$ cat src/rtl/vga_timing.sv
// Purpose: VGA raster timing generator (pixel/line counters, sync, visible-area and row-phase decodes).
// Latency: counters are registers; every other output is a zero-latency combinational decode of them.
// Backpressure: ena low freezes every register; decoded outputs stay consistent with the held state.
module vga_timing #(
  parameter int H_VISIBLE = 640,
  parameter int H_FRONT   = 16,
  parameter int H_SYNC    = 96,
  parameter int H_BACK    = 48,
  parameter int V_VISIBLE = 480,
  parameter int V_FRONT   = 10,
  parameter int V_SYNC    = 2,
  parameter int V_BACK    = 33
) (
  input  logic       clk,
  input  logic       rst_n,
  input  logic       ena,
  output logic [9:0] hpos,
  output logic [9:0] vpos,
  output logic       hsync,
  output logic       vsync,
  output logic       display_on,
  output logic       line_start,
  output logic       frame_start,
  output logic [6:0] vrow,
  output logic [1:0] row_phase,
  output logic [7:0] frame
);

  localparam int H_TOTAL = H_VISIBLE + H_FRONT + H_SYNC + H_BACK;
  localparam int V_TOTAL = V_VISIBLE + V_FRONT + V_SYNC + V_BACK;

  // 10-bit copies of the timing boundaries so all compares are width-matched.
  localparam logic [9:0] H_LAST   = 10'(H_TOTAL - 1);
  localparam logic [9:0] V_LAST   = 10'(V_TOTAL - 1);
  localparam logic [9:0] H_VIS    = 10'(H_VISIBLE);
  localparam logic [9:0] V_VIS    = 10'(V_VISIBLE);
  localparam logic [9:0] HS_BEG   = 10'(H_VISIBLE + H_FRONT);
  localparam logic [9:0] HS_END   = 10'(H_VISIBLE + H_FRONT + H_SYNC);
  localparam logic [9:0] VS_BEG   = 10'(V_VISIBLE + V_FRONT);
  localparam logic [9:0] VS_END   = 10'(V_VISIBLE + V_FRONT + V_SYNC);

  logic       h_wrap;
  logic       v_wrap;
  logic [9:0] hpos_nxt;
  logic [9:0] vpos_nxt;
  logic [1:0] row_phase_nxt;
  logic [7:0] frame_nxt;

  // Next-state arithmetic: line wrap advances vpos, frame wrap advances frame.
  always_comb begin
    h_wrap        = (hpos == H_LAST);
    v_wrap        = (vpos == V_LAST);
    hpos_nxt      = hpos + 10'd1;
    vpos_nxt      = vpos;
    row_phase_nxt = row_phase;
    frame_nxt     = frame;
    if (h_wrap) begin
      hpos_nxt = 10'd0;
      if (v_wrap) begin
        vpos_nxt  = 10'd0;
        frame_nxt = frame + 8'd1;
      end else begin
        vpos_nxt = vpos + 10'd1;
      end
      // row_phase tracks (vpos/4) mod 3 without a divider: step it each time
      // vpos crosses a multiple of 4, and restart it at the top of the frame.
      if (vpos_nxt == 10'd0) begin
        row_phase_nxt = 2'd0;
      end else if (vpos_nxt[1:0] == 2'b00) begin
        row_phase_nxt = (row_phase == 2'd2) ? 2'd0 : row_phase + 2'd1;
      end
    end
  end

  // State registers: synchronous reset wins over ena; ena low holds everything.
  always_ff @(posedge clk) begin
    if (!rst_n) begin
      hpos      <= 10'd0;
      vpos      <= 10'd0;
      row_phase <= 2'd0;
      frame     <= 8'd0;
    end else if (ena) begin
      hpos      <= hpos_nxt;
      vpos      <= vpos_nxt;
      row_phase <= row_phase_nxt;
      frame     <= frame_nxt;
    end
  end

  // Output decodes straight off the registers.
  assign hsync       = !((hpos >= HS_BEG) && (hpos < HS_END));
  assign vsync       = !((vpos >= VS_BEG) && (vpos < VS_END));
  assign display_on  = (hpos < H_VIS) && (vpos < V_VIS);
  assign line_start  = (hpos == 10'd0);
  assign frame_start = (hpos == 10'd0) && (vpos == 10'd0);
  // Only exact vpos/4 below line 512; downstream divide-by-3 relies on this.
  assign vrow        = vpos[8:2];

endmodule

$ cat config.mk
export PLATFORM = sky130hd
export DESIGN_NAME = vga_timing
export DESIGN_NICKNAME = d
export VERILOG_FILES = /design/src/rtl/vga_timing.sv
export SDC_FILE = /design/constraint.sdc
export NUM_CORES = 1
export LEC_CHECK = 0
export ABC_CLOCK_PERIOD_IN_PS = 3900
export BUFFER_PORTS_ARGS = -buffer_cell sky130_fd_sc_hd__buf_2
export CAP_MARGIN = 40
export CORE_MARGIN = 2
export CORE_UTILIZATION = 50
export CTS_CLUSTER_DIAMETER = 150
export DETAILED_ROUTE_END_ITERATION = 7
export PLACE_DENSITY = 0.76
export RECOVER_POWER = 50
export SLEW_MARGIN = 15
export SYNTH_ARGS = -nofsm -noshare
export SYNTH_HDL_FRONTEND = slang
export SYNTH_SLANG_ARGS = --single-unit
export TNS_END_PERCENT = 20
$ cat constraint.sdc
create_clock -name clk -period 3.9 [get_ports clk]
set_input_delay 0.585 -clock clk [delete_from_list [all_inputs] [get_ports clk]]
set_output_delay 0.585 -clock clk [all_outputs]
set_load 0.05 [all_outputs]
==> out/qor.csv <==
metric,value,unit
Commonest cells post-synth,"dfxtp_1, nand2_1, nor2_1",
first-pass GRT wire length,7245,um
# resized after CTS,0,
Root Buffer,clkbuf_8,
Post-CTS Setup Bufs,0,
layout cell share with drive strength beyond 1,11.72,%
vias in the first global route,1511,
area of the die,4342,um^2
Synth cell types,52,
CTS Buffer Depth,2,
"Top FF cell, synth",dfxtp_1,
Final period util,64.72,%
n_diodes,0,
Final Hold Vio Count,0,
Die Ht,65.90,um
count of input and output buffers,44,
Slew @ Worst Pin,0.6080,ns
critical path class,register to output pin,
"area leader, netlist",dfxtp_1,
Setup Skew,0.006608,ns
Max Freq,396.2,MHz
worst vdd ir,0.0001942,V
Pre-antenna DRT Iters,4,
dominant cells by area after synthesis,"dfxtp_1, and2_1, nand2_1",
"Cell Area, Synth",1916,um^2
outcome,finished clean,
type of origin of the critical path,register,
CP required,3.31,ns
mean area per synthesized cell,8.552,um^2
number of synthesis warnings,0,
total number of H-tree levels,2,
via count,1716,
endpoints failing setup,0,
GPL Wtd Cong,0.9093,
Initial Util,52.32,%
Worst-path clk slew,0.07,ns
Num CTS Buffers,5,
final net count,264,
PD cells,311.0,nW/um^2
"Hold-fix buffers, CTS",0,
area of the core,3661,um^2
Core Rows,22,
Post-Syn Instances,224,
"Seq/Total Area, Yosys",31.35,%
"EDFF count, synth",0,
fin crit period,2.524,ns
clk sinks,30,
dpl hpwl,2871,um
CTS tree,built,
Reg area,600.6,um^2
Vias/cell,5.645,
worst-skew pair later-pin latency,0.29,ns
Worst setup EP type,output pin,
top-count cell post-synth,dfxtp_1,
"Arr. time, crit path",1.94,ns
RSZ-0062 raised after global routing,no,
largest net degree at the start of global routing,29,
Yosys top cell area share,31.35,%
GR Overflow Total,0,
Routed Antenna Nets,0,
chip width,65.90,um
syn_nets,233,
Overall Global Routing Usage,21.71,%
final wirelength,4238,um
Multi-input gate area,1169,um^2
Crit Path Max Fanout,10,
Top Ports,45,
drt wl/cell,13.94,um
Tot Pwr,0.6643,mW
setup_tns,0,ns
type of the most critical hold path,register to register,
# DRC,0,
"flops & latches, synth",30,
Max-Cap Viols,0,
relative slew slack,59.64,%
total leakage power,0.8622,nW
initial antenna violation count,0,
Post-synth ARST share,0,%
Initial DRC Count,137,
layout overhead on the synthesized area,11.50,%
Fillers,367,
"Slew Viols, Final",0,
-- critical path: stages (launching register included) --
cell     delay [ns]
dfxtp_1        0.56
nand4_1        0.24
nor4_1         0.43
o21ai_0        0.17
buf_2          0.24
-- worst paths after layout --
| check | from | end | slack [ns] | depth (start not counted) |
|---|---|---|---|---|
| setup / recovery | vpos[6]$_SDFFE_PN0N_ | vsync | 1.38 | 4 |
| hold / removal | frame[7]$_SDFFE_PN0P_ | frame[7]$_SDFFE_PN0P_ | 0.48 | 2 |
| setup reg to reg | hpos[0]$_SDFFE_PN0P_ | vpos[4]$_SDFFE_PN0N_ | 1.68 | 6 |
| hold reg to reg | frame[7]$_SDFFE_PN0P_ | frame[7]$_SDFFE_PN0P_ | 0.48 | 2 |
-- report_power, final --
part           switching, mW  total, mW  internal, mW
sequential           0.00299      0.312         0.309
clock                  0.118      0.309         0.191
combinational         0.0327     0.0433        0.0106
total                  0.154      0.664         0.510
-- metrics by stage --
| stage | std cells | hold WS (ns) | util, % | area (um^2) | worst slack, ns |
|---|---|---|---|---|---|
| final | 304 | 0.4799 | 58.34 | 2136 | 1.376 |
| after global routing | 304 | 0.4983 | 58.34 | 2136 | 1.302 |
| after CTS | 304 | 0.4773 | 59.47 | 2177 | 1.384 |
| after detailed placement | 296 | 0.4681 | 56.56 | 2071 | 1.695 |
| after global placement | 296 | 0.4552 | 56.56 | 2071 | 1.711 |
| after floorplan | 224 | 0.6812 | - | 1922 | 0.5142 |
-- final cells by class --
cell class	count	share of cell area, %
Inverter	5	0.8787
Clock inverter	1	1.406
Sequential cell	30	28.12
Tap cell	48	2.812
Multi-Input combinational cell	169	54.72
Clock buffer	7	3.574
Timing Repair Buffer	44	8.494
-- metal layers --
metal  wire [um]  share of wire, %  global-route usage (%)
met1        2016                48                   29.39
met3         239               5.6                   4.940
met2        1882                44                   32.45
met5           0                 0                       0
met4          99               2.3                   10.16
-- state kept, by name, summed over array words and instances, names as in the netlist --
signal	flops
row_phase	2
hpos	10
vpos	10
frame	8
-- cells in the final DEF (no fill, tap or decap), types with 2 or more instances in the layout --
master,netlist,layout
nor2b_1,4,4
a32oi_1,2,2
nor4_1,4,3
clkbuf_1,5,33
xnor2_1,7,7
mux2i_1,3,3
ha_1,6,6
and3_1,5,5
a21boi_0,3,3
nor2_1,14,14
and4_1,2,3
and2_1,13,12
xor2_1,9,9
dfxtp_1,30,30
nor3_1,5,5
nand4_1,6,6
a21oi_1,5,5
clkbuf_8,0,5
o2111a_1,2,2
buf_2,3,13
nand3_1,11,11
nor4_2,2,3
or4_1,4,4
o211ai_1,3,3
o21ai_0,9,9
or3_1,2,2
o21a_1,3,3
nand2b_1,3,3
nand2_1,21,21
inv_1,5,5
-- kinds of logic (layout without fill, tap and decap cells) --
logic type	Yosys count	count (layout)	synth area share, %
buf+inv	25	57	7.838
xor+xnor	16	16	7.316
compound gates	37	37	13.46
fa+ha+maj	6	6	3.919
flops	30	30	31.35
simple gates	107	107	34.55
mux	3	3	1.568
No activity file was read; power rests on OpenSTA's default activity.
